--- src/rtl/mips_pkg.sv ---
// Shared definitions for the MIPS boot loader: FSM state codes and frame geometry.
package mips_pkg;

    typedef logic [2:0] state_t;

    localparam state_t S_IDLE   = 3'd0;
    localparam state_t S_CNT_LO = 3'd1;
    localparam state_t S_CNT_HI = 3'd2;
    localparam state_t S_DATA   = 3'd3;
    localparam state_t S_CSUM   = 3'd4;
    localparam state_t S_DONE   = 3'd5;
    localparam state_t S_ERR    = 3'd6;

    localparam int CNT_BYTES      = 2;
    localparam int BYTES_PER_WORD = 4;

    // States in which the loader presents rx_ready.
    function automatic logic takes_bytes(input state_t s);
        return (s == S_CNT_LO) || (s == S_CNT_HI) || (s == S_DATA) || (s == S_CSUM);
    endfunction

endpackage

--- src/rtl/mips_boot_loader_if.sv ---
// Byte-stream input and instruction-memory write port of the boot loader.
interface mips_boot_loader_if;
    logic        rx_valid;
    logic [7:0]  rx_data;
    logic        rx_ready;
    logic        imem_we;
    logic [31:0] imem_addr;
    logic [31:0] imem_wdata;

    modport master (
        output rx_valid, rx_data,
        input  rx_ready, imem_we, imem_addr, imem_wdata
    );

    modport slave (
        input  rx_valid, rx_data,
        output rx_ready, imem_we, imem_addr, imem_wdata
    );
endinterface

--- src/rtl/mips_boot_loader_word_assembler.sv ---
// Packs accepted DATA bytes into little-endian words and keeps the running XOR checksum.
module word_assembler
    import mips_pkg::*;
(
    input  logic        clk,
    input  logic        reset,
    input  logic        accept,
    input  logic [7:0]  data,
    output logic        word_valid,
    output logic [31:0] word,
    output logic [7:0]  csum
);

    logic [1:0]  byte_cnt;
    logic [23:0] held;

    always_ff @(posedge clk or negedge reset) begin
        if (!reset) begin
            byte_cnt <= '0;
            held     <= '0;
            csum     <= '0;
        end else if (accept) begin
            byte_cnt <= byte_cnt + 2'd1;
            held     <= {data, held[23:8]};
            csum     <= csum ^ data;
        end
    end

    // The three held bytes plus the byte being accepted form the word, so the
    // top level can register it on the same edge that takes the fourth byte.
    assign word_valid = accept && (byte_cnt == 2'(BYTES_PER_WORD - 1));
    assign word       = {data, held};

endmodule

--- src/rtl/mips_boot_loader.sv ---
// Framed byte-stream loader for the MIPS instruction memory; holds the core in reset
// until a checksum-verified load completes. Optional idle timeout: LOADER_TIMEOUT_EN.
module mips_boot_loader
    import mips_pkg::*;
#(
    parameter int IMEM_DEPTH     = 256,
    parameter int TIMEOUT_CYCLES = 1024
) (
    input  logic          clk,
    input  logic          reset,
    mips_boot_loader_if.slave bus,
    output logic          cpu_reset,
    output logic          load_done,
    output logic          load_error
);

    state_t      state;
    logic [7:0]  cnt_lo;
    logic [15:0] n_words;
    logic [15:0] word_index;
    logic [15:0] n_next;
    logic        accept;
    logic        word_valid;
    logic [31:0] word;
    logic [7:0]  csum;
    logic        timed_out;

    assign bus.rx_ready = takes_bytes(state);
    assign accept       = bus.rx_valid && bus.rx_ready;
    assign n_next       = {bus.rx_data, cnt_lo};

    word_assembler u_word_assembler (
        .clk        (clk),
        .reset      (reset),
        .accept     (accept && (state == S_DATA)),
        .data       (bus.rx_data),
        .word_valid (word_valid),
        .word       (word),
        .csum       (csum)
    );

`ifdef LOADER_TIMEOUT_EN
    localparam int TW = $clog2(TIMEOUT_CYCLES + 1);
    logic [TW-1:0] idle_cnt;

    // Idle in S_CNT_LO is not counted: the host may take as long as it likes to start.
    always_ff @(posedge clk or negedge reset) begin
        if (!reset) begin
            idle_cnt <= '0;
        end else if (accept || !((state == S_CNT_HI) || (state == S_DATA) || (state == S_CSUM))) begin
            idle_cnt <= '0;
        end else if (!timed_out) begin
            idle_cnt <= idle_cnt + 1'b1;
        end
    end

    assign timed_out = (idle_cnt == TW'(TIMEOUT_CYCLES));
`else
    assign timed_out = 1'b0;
`endif

    always_ff @(posedge clk or negedge reset) begin
        if (!reset) begin
            state          <= S_IDLE;
            cnt_lo         <= '0;
            n_words        <= '0;
            word_index     <= '0;
            bus.imem_we    <= 1'b0;
            bus.imem_addr  <= '0;
            bus.imem_wdata <= '0;
            cpu_reset      <= 1'b1;
            load_done      <= 1'b0;
            load_error     <= 1'b0;
        end else begin
            // NOTE: non-blocking updates mean imem_addr captures word_index before
            // its increment on the same edge, giving address = index*4 of this word.
            bus.imem_we <= word_valid;
            if (word_valid) begin
                bus.imem_addr  <= {14'd0, word_index, 2'b00};
                bus.imem_wdata <= word;
                word_index     <= word_index + 16'd1;
            end

            if (timed_out) begin
                state      <= S_ERR;
                load_error <= 1'b1;
            end else begin
                case (state)
                    S_IDLE: state <= S_CNT_LO;
                    S_CNT_LO: if (accept) begin
                        cnt_lo <= bus.rx_data;
                        state  <= S_CNT_HI;
                    end
                    S_CNT_HI: if (accept) begin
                        n_words <= n_next;
                        if ({16'd0, n_next} > 32'(IMEM_DEPTH)) begin
                            state      <= S_ERR;
                            load_error <= 1'b1;
                        end else if (n_next == 16'd0) begin
                            state <= S_CSUM;
                        end else begin
                            state <= S_DATA;
                        end
                    end
                    S_DATA: if (word_valid && (word_index == n_words - 16'd1)) begin
                        state <= S_CSUM;
                    end
                    S_CSUM: if (accept) begin
                        if (bus.rx_data == csum) begin
                            state     <= S_DONE;
                            load_done <= 1'b1;
                            cpu_reset <= 1'b0;
                        end else begin
                            state      <= S_ERR;
                            load_error <= 1'b1;
                        end
                    end
                    default: ;  // S_DONE / S_ERR are terminal until reset
                endcase
            end
        end
    end

endmodule
--- src/flat_wrapper.sv ---
// flat-port wrapper written by rule: the top's interface ports become plain ports
module mips_boot_loader_flat import mips_pkg::*;
#(
    parameter int IMEM_DEPTH     = 256,
    parameter int TIMEOUT_CYCLES = 1024
)
  (clk, reset, cpu_reset, load_done, load_error, bus_rx_valid, bus_rx_data, bus_rx_ready, bus_imem_we, bus_imem_addr, bus_imem_wdata);
  mips_boot_loader_if bus_i ();
  input  logic clk;
  input  logic reset;
  output logic cpu_reset;
  output logic load_done;
  output logic load_error;
  input wire logic [$bits(bus_i.rx_valid)-1:0] bus_rx_valid;
  input wire logic [$bits(bus_i.rx_data)-1:0] bus_rx_data;
  output wire logic [$bits(bus_i.rx_ready)-1:0] bus_rx_ready;
  output wire logic [$bits(bus_i.imem_we)-1:0] bus_imem_we;
  output wire logic [$bits(bus_i.imem_addr)-1:0] bus_imem_addr;
  output wire logic [$bits(bus_i.imem_wdata)-1:0] bus_imem_wdata;
  assign bus_i.rx_valid = bus_rx_valid;
  assign bus_i.rx_data = bus_rx_data;
  assign bus_rx_ready = bus_i.rx_ready;
  assign bus_imem_we = bus_i.imem_we;
  assign bus_imem_addr = bus_i.imem_addr;
  assign bus_imem_wdata = bus_i.imem_wdata;
  mips_boot_loader #(.IMEM_DEPTH(IMEM_DEPTH), .TIMEOUT_CYCLES(TIMEOUT_CYCLES)) u_core (.clk(clk), .reset(reset), .bus(bus_i), .cpu_reset(cpu_reset), .load_done(load_done), .load_error(load_error));
endmodule
--- config.mk ---
export PLATFORM = sky130hd
export DESIGN_NAME = mips_boot_loader_flat
export DESIGN_NICKNAME = d
export VERILOG_FILES = /design/src/rtl/mips_pkg.sv /design/src/rtl/mips_boot_loader_if.sv /design/src/rtl/mips_boot_loader_word_assembler.sv /design/src/rtl/mips_boot_loader.sv /design/src/flat_wrapper.sv
export SDC_FILE = /design/constraint.sdc
export NUM_CORES = 1
export LEC_CHECK = 0
export BUFFER_PORTS_ARGS = -buffer_cell sky130_fd_sc_hd__buf_2
export CAP_MARGIN = 20
export CORE_AREA = 10 10 126 128
export CTS_CLUSTER_DIAMETER = 40
export DETAILED_ROUTE_END_ITERATION = 7
export DIE_AREA = 0 0 136 138
export PLACE_DENSITY = 0.69
export SETUP_SLACK_MARGIN = 0.2
export SLEW_MARGIN = 20
export SYNTH_ARGS = -nofsm -noshare
export SYNTH_HDL_FRONTEND = slang
export SYNTH_SLANG_ARGS = --single-unit
export TNS_END_PERCENT = 30
--- constraint.sdc ---
create_clock -name clk -period 3.1 [get_ports clk]
set_input_delay 0.62 -clock clk [delete_from_list [all_inputs] [get_ports clk]]
set_output_delay 0.62 -clock clk [all_outputs]
set_load 0.02 [all_outputs]
==> impl.org, run 1 <==
** Run status
- The flow ran to the end, and the final reports show no timing, DRC or antenna violations.

** Finish
- Register area :: 3230 um^2
- Multi-input gate area in the final layout :: 2480 um^2
- Cell area after layout :: 6940 um^2
- Number of filler cells placed in the layout :: 1248
- The net count of the finished layout is 690.
- Layout cell share with drive strength beyond 1 :: 20.5%
- Relative to the synthesized area, the layout overhead comes to 17.5%.
- The repair_antennas step left the layout with diodes totalling 0.

** Synth
- Instance count of the mapped netlist :: 615
- After synthesis the netlist holds a flip-flop and latch count of 129.
- By area the synthesized netlist is led by dfrtp_1 54%, nand2_1 15%, xnor2_1 5.8%.
- Sequential elements use 54.7% of the synthesized area.
- Top post-synthesis cells by count :: 238 x nand2_1, 128 x dfrtp_1, 39 x xnor2_1
- For this run, the number of Yosys warnings is 0.
- Number of distinct library cells after synthesis :: 54
- Among all flip-flop cells after synthesis, the most frequent one is dfrtp_1.
- Post-Synthesis Cell Area :: 5910 um^2
- Async set-or-reset flop fraction in the synthesized netlist :: 100%
- In this run, synthesis inferred 0 flip-flops with an integrated enable.
- Most used standard cell by instance count after synthesis :: nand2_1
- The biggest area contributor in the post-synthesis netlist is dfrtp_1.
- Of the post-synthesis cell area, the dominant cell type holds 54.2%.
- Dividing the synthesized area by the synthesized cell count gives 9.60 um^2.

** Setup path
- Largest driver fanout on the critical path :: 6
- Arrival time reported for the critical path endpoint :: 2.98 ns
- The number of buffers and inverters on the critical path is 1.
- The slowest stage of the critical path is the or4b_2 cell.
- Family with the most delay on the worst path :: simple AND/OR/NAND/NOR gates
- STA classifies the critical path endpoint as a flop.
- The worst setup path is launched from a flop.
- Longest individual stage delay on the worst path :: 0.67 ns
- Kind of critical path :: reg -> reg
- CP cell instances :: inv_1 > ha_1 > or4b_2 > a21boi_0 > a221oi_1 > nor3_1 > a2111oi_4 > a311o_2
- For the worst setup path, the data required time is 3.39 ns.

** Clocking
- Number of CTS-inserted buffers :: 17
- Clock transition at path regs :: 0.06 ns
- Buffers inserted to repair hold after CTS numbered 0.
- CTS Sinks :: 129
- Number of resized instances in the post-cts repair step :: 0
- Largest buffer count on any clock path :: 2
- Buffers inserted by post-CTS timing repair :: 0
- Worst-skew pair later-pin latency :: 0.41 ns
- CTS Root Cell :: clkbuf_16
- TritonCTS built the clock tree.
- CTS HTree Levels :: 4

** GRT
- First-pass GRT wire length :: 23000 um
- Aggregate global-route resource usage :: 15.1%
- The number of global-route vias before repair is 4450.
- Total gr overflow :: 0
- The number of antenna violations at the first check in global routing is 0.
- Largest net degree at the start of global routing :: 55

** Die
- Starting density of the core :: 43.7%
- The core region is 13500 um^2.
- The floorplan step defined a die boundary enclosing 18800 um^2.
- Die extent in y :: 138 um
- IO Pins :: 80
- The floorplan step set the die width to 136 um.
- The initialized floorplan defines 43 standard-cell rows.

** Timing
- Setup violations remaining at the end of the flow were counted as 0.
- WHS :: 0.191 ns
- Setup repair after global routing could not meet its margin everywhere.
- Headroom to the max-slew limit came out at 55.4%.
- Worst Skew :: 0.00924 ns
- The hold violation total from the final report came to 0.
- Fin crit share :: 86.6%
- Fmax :: 373 MHz
- After layout, the minimum clock period comes to 2.68 ns.
- Number of pins exceeding their max-slew limit in the final report :: 0
- For the pin with the worst max-slew slack, the measured transition is 0.662 ns.
- Final total negative setup slack :: 0 ns

** Worst hold path
- In this run the worst hold path is classified as in -> async.

** Pwr
- Power per Cell Area :: 772 nW/um^2
- Fraction of power spent switching nets :: 33.2%
- Sequential cells account for 42.5% of the total power.
- In this run the power spent charging and discharging nets is 1780 uW.
- The clock network accounts for 35.3% of the total power.
- Worst supply voltage drop on vdd :: 0.475 mV
- In this run the static leakage power is 0.00358 uW.
- Logic pwr share :: 22.2%
- Internal Power :: 3580 uW
- Total power draw :: 5360 uW

** Detailed routing
- Final ANT Viol Nets :: 0
- Detailed-route DRC error count :: 0
- In the final routed layout, each cell accounts on average for 15.8 um.
- In this run, the number of DRC markers left after iteration 0 of detailed routing was 304.
- Post-detailed-route via-to-cell ratio :: 5.06
- The routed layout has 4395 vias.
- For this block, the routed nets add up to 13700 um of wire.
- Total iterations of the first detailed-routing run :: 5

** Flow run
- Max-cap violations in this run came to 0.

** Placement
- Placed cell areas :: 6360 um^2
- In this run the tool buffered the top-level ports with 63 buffer cells.
- Weighted congestion reported at the end of routability-driven placement :: 0.832
- The wire-length estimate of the detail-placed layout is 9920 um.
## state kept, by name (all words and copies together), names as in the netlist
| register | cells |
|---|---|
| u_core.bus.imem_wdata | 32 |
| u_core.u_word_assembler.held | 24 |
| u_core.bus.imem_addr | 16 |
| u_core.n_words | 16 |
| u_core.word_index | 16 |
| u_core.cnt_lo | 8 |
| u_core.u_word_assembler.csum | 8 |
| u_core.state | 3 |
| u_core.u_word_assembler.byte_cnt | 2 |
| u_core.bus.imem_we | 1 |
| u_core.cpu_reset | 1 |
| u_core.load_done | 1 |
| u_core.load_error | 1 |
## logic make-up (layout without fill, tap and decap cells)
group,after synthesis,count (layout),share of synthesized area (%)
XOR/XNOR,52,52,7.71
AND/OR/NAND/NOR,320,320,24.1
adder cells (fa/ha/maj),3,3,0.636
buffers and inverters,55,114,4.66
AO/OA/AOI/OAI,35,35,4.36
other,1,16,0.0635
multiplexers,20,20,3.81
flip-flops,129,129,54.7
## worst paths after layout
check,endpoint,slack [ns],cells after the start,startpoint
worst max-delay path,u_core.state[2]$_DFFE_PN0P_,0.42,8,u_core.n_words[0]$_DFFE_PN0P_
worst min-delay path,u_core.bus.imem_addr[4]$_DFFE_PN0P_,0.19,1,reset
worst max register to register,u_core.state[2]$_DFFE_PN0P_,0.42,8,u_core.n_words[0]$_DFFE_PN0P_
worst min register to register,u_core.bus.imem_addr[8]$_DFFE_PN0P_,0.46,2,u_core.bus.imem_addr[8]$_DFFE_PN0P_
max in group asynchronous,u_core.u_word_assembler.held[3]$_DFFE_PN0P_,2.07,2,reset
min in group clk,u_core.bus.imem_addr[8]$_DFFE_PN0P_,0.46,2,u_core.bus.imem_addr[8]$_DFFE_PN0P_
## layout make-up
cell class              count  area share, %
inverters                   9          0.487
clock inverters            14           1.89
clock buffers              18           6.33
well taps                 180           3.24
flip-flops and latches    129           46.5
multi-input cells         446           35.7
repair buffers             73           5.84
## power groups by stage
stage	registers, uW	clock network (uW)	logic (uW)
2_1_floorplan	2520	0	535
3_3_place_gp	2290	0	1190
3_5_place_dp	2300	0	1210
4_1_cts	2280	1920	1220
5_1_grt	2330	2000	1330
6_report	2280	1890	1190
## stage by stage
step,std cells,worst slack [ns],util [%]
global route,869,0.192,51.4
finish,869,0.415,51.4
floorplan,630,0.688,-
detailed placement,837,0.318,47.1
CTS,869,0.317,51.3
global placement,837,0.448,47.1
## metal layers
layer | vias to the layer above | track usage, % | routed length (um)
li1 | 2115 | - | -
met1 | 2145 | 19.0 | 6000
met2 | 119 | 24.0 | 6720
met3 | 16 | 4.57 | 782
met4 | 0 | 5.38 | 229
met5 | - | 0 | 0
## placed cells by master (no fill, tap or decap), types with 4 or more instances in the layout
master      instances
conb_1             16
clkbuf_16          17
o211ai_1            4
xnor2_1            39
buf_2              62
a21oi_1             4
clkinvlp_4          6
nor2_1             14
xor2_1             13
or3_1               6
inv_1               9
and3_1              5
nand3_1             8
dfrtp_1           128
mux2_2             20
o21ai_0             9
inv_6               4
nor4_1              5
nor3_1              7
nand4_1            13
buf_4              10
nand2_1           237
## worst register-to-register path: stages, from the launching register on
cell	delay, ns
dfrtp_1	0.43
inv_1	0.10
ha_1	0.23
or4b_2	0.67
a21boi_0	0.21
a221oi_1	0.10
nor3_1	0.34
a2111oi_4	0.12
a311o_2	0.37
Power figures use the tool's default switching activity.
==> run 2: changes to the inputs <==
==> constraint.sdc (replaced) <==
create_clock -name clk -period 3.1 [get_ports clk]
set_input_delay 0.155 -clock clk [delete_from_list [all_inputs] [get_ports clk]]
set_output_delay 0.155 -clock clk [all_outputs]
set_load 0.02 [all_outputs]
==> run 2 against run 1 <==
Effect of this change: worst hold slack worse by 0.14 ns; global-route usage hardly changed; die area stayed put; maximum frequency is 3.1% lower; critical path type unchanged; non-clock buffer count stayed put; count of clock-buffer cells in the layout stayed put; final cell count stayed put; design area is 1.1% higher; combinational power hardly changed; sequential power hardly changed; largest power group unchanged; flip-flop and latch count stayed put.
==> impl.org, run 2 (synthesis gave the netlist of run 1 again) <==
** Run status
- Outcome :: finished, final reports clean

** Die
- Measured along the y axis, the die boundary spans 138 um.
- Once the floorplan was initialized, standard cells occupied 43.7% of the core.
- Die outline width :: 136 um
- After floorplanning, the core was divided into 43 placement rows.
- In this run the standard cell core region covers 13500 um^2.
- Overall die area :: 18800 um^2
- For this design the top-level I/O count stands at 80.

** Clocking
- The H-tree was split into 4 levels.
- Buffers inserted by post-CTS timing repair :: 0
- Number of CTS-inserted buffers :: 17
- Largest buffer count on any clock path :: 2
- CTS Root Cell :: clkbuf_16
- CTS Sinks :: 129
- TritonCTS built the clock tree.
- Clock transition at path regs :: 0.06 ns
- Worst-skew pair later-pin latency :: 0.41 ns

** Finish
- Top library cells by usage in the layout, fill and taps aside :: 237 x nand2_1, 128 x dfrtp_1, 62 x buf_2, 39 x xnor2_1, 20 x mux2_2
- Largest registers :: u_core.bus.imem_wdata (32), u_core.u_word_assembler.held (24)
- Cell area after layout :: 7020 um^2
- The post-route netlist has 20.3% of its cells at a drive strength greater than 1.
- The library cell used most frequently in the layout, excluding fill and tap cells, is nand2_1.
- Share of the core filled with cells in the final layout :: 52.0%
- Number of filler cells placed in the layout :: 1242
- Diode insertion count for antenna repair :: 0
- Register name with the most flops :: u_core.bus.imem_wdata
- From synthesis to final layout, the design area changed by 18.8%.
- Number of flip-flops in the largest register :: 32
- In the final design database the tool counted 690 nets.

** Detailed routing
- Detailed-route wire length :: 13900 um
- Average wire per cell in the routed design :: 16.0 um
- Total iterations of the first detailed-routing run :: 4
- Detailed-route DRC error count :: 0
- DRC marker count from the first detailed-route iteration :: 327
- Using the TritonRoute via totals, the vias-per-cell ratio works out to 5.06.
- Summing over every cut layer, the via total after detailed routing is 4397.
- Final ANT Viol Nets :: 0

** Placement
- Once detailed placement completed, the half-perimeter wirelength came to 9900 um.
- At the end of routability-driven placement, the weighted congestion stood at 0.873.
- The count of buffers added on input and output ports is 63.
- Placed cell areas :: 6350 um^2

** Setup path
- Kind of critical path :: reg -> reg
- Required time reported for the critical path endpoint :: 3.39 ns
- Longest individual stage delay on the worst path :: 0.69 ns
- Among cell families on the critical path, the largest total delay comes from simple AND/OR/NAND/NOR gates.
- Count of buffer and inverter cells on the critical path :: 1
- Cell type of the slowest stage on the worst timing path :: or4b_2
- Arrival time reported for the critical path endpoint :: 3.06 ns
- Kind of end point of the critical path :: flop
- For flop-to-flop paths, the worst setup slack is 0.33 ns.
- CP cell instances :: inv_1 > ha_1 > or4b_2 > a21boi_0 > a221oi_1 > nor3_1 > a2111oi_4 > a311o_2
- Of all nets on the critical path, the largest fanout is 6.
- Critical Path Start Type :: flop

** Timing
- In the final timing run, aggregate negative setup slack is 0 ns.
- WHS :: 0.0538 ns
- Setup repair after global routing missed its margin :: true
- For the final database, setup skew stands at 0.00684 ns.
- For the pin with the worst max-slew slack, the measured transition is 0.969 ns.
- The hold violation total from the final report was 0.
- Timing would allow up to 361 MHz.
- Worst max-slew margin expressed relative to the limit :: 35.2%
- Setup violations remaining at the end of the flow were counted as 0.
- The clock period could shrink to 2.77 ns.
- The final number of max-transition violations is 0.
- Fin crit share :: 89.3%

** Pwr
- In this run the power density over the cells is 801 nW/um^2.
- For this design the static power due to leakage is 0.00362 uW.
- P_sw :: 1800 uW
- Sequential share of power :: 40.7%
- Total power draw :: 5620 uW
- Fraction of power spent switching nets :: 32.0%
- Logic pwr share :: 21.2%
- Internal power comes to 3820 uW.
- Worst supply voltage drop on vdd :: 0.472 mV
- The clock network accounts for 38.1% of the total power.

** Worst hold path
- Type of the tightest min-delay check :: in -> reg

** Flow run
- Max-cap violations in this run came to 0.

** GRT
- First-pass GRT wire length :: 23000 um
- Total gr overflow :: 0
- Largest net degree at the start of global routing :: 60
- Initial antenna violation count :: 0
- In the global route stage, overall resource usage came out at 15.1%.
- The number of global-route vias before repair came to 4524.
-- run 2: cell types whose count changed in the layout (fill, tap and decap cells not counted) --
cell / delta
bufinv_16: +3
clkinv_2: -1
inv_6: -2
clkinvlp_4: -4
dlygate4sd3_1: +1
buf_4: -1
clkinv_4: +4
-- run 2: path summary, 6_finish.rpt --
| path | from | endpoint | cells past startpoint |
|---|---|---|---|
| worst max-delay path | u_core.n_words[0]$_DFFE_PN0P_ | u_core.state[2]$_DFFE_PN0P_ | 8 |
| worst min-delay path | bus_rx_data[4] | u_core.bus.imem_wdata[28]$_DFFE_PN0P_ | 3 |
| worst max register to register | u_core.n_words[0]$_DFFE_PN0P_ | u_core.state[2]$_DFFE_PN0P_ | 8 |
| worst min register to register | u_core.bus.imem_addr[10]$_DFFE_PN0P_ | u_core.bus.imem_addr[10]$_DFFE_PN0P_ | 2 |
| max in group asynchronous | reset | u_core.u_word_assembler.held[3]$_DFFE_PN0P_ | 3 |
| min in group asynchronous | reset | u_core.bus.imem_addr[16]$_DFFE_PN0P_ | 2 |
-- run 2: layout make-up --
class	count	area, um^2	area share [%]
Inverter	9	33.8	0.481
Tap cell	180	225	3.21
Clock buffer	18	439	6.26
Sequential cell	129	3230	46.0
Clock inverter	14	204	2.91
Multi-Input combinational cell	446	2480	35.3
Timing Repair Buffer	73	408	5.81
-- run 2: power by group through the flow --
stage | clock (uW) | combinational [uW] | sequential (uW)
final | 2140 | 1190 | 2290
after global routing | 2260 | 1340 | 2330
after CTS | 2190 | 1220 | 2290
after detailed placement | 0 | 1210 | 2310
after global placement | 0 | 1190 | 2300
after floorplan | 0 | 535 | 2520
-- run 2: worst min-delay path: stages --
cell and delay (ns):
buf_2 0.16, nand2_1 0.07, nand2_1 0.04
-- run 2: through the flow --
step	setup WS [ns]	instances
CTS	0.249	869
floorplan	0.688	630
global route	0.187	869
detailed placement	0.259	836
global placement	0.361	836
finish	0.331	869
-- run 2: layer usage --
metal,share of wire (%),up-vias,GRT usage [%]
li1,-,2125,-
met1,43,2163,18.8
met2,50,90,24.5
met3,4.7,19,3.62
met4,2.0,0,6.17
met5,0,-,0
-- run 2: repair_timing --
| action | in CTS | in global routing |
|---|---|---|
| gates resized for setup | 0 | 1 |
| hold endpoints to repair | 57 | 0 |
| hold buffers | 1 | 0 |
| setup endpoints to repair | 0 | 3 |
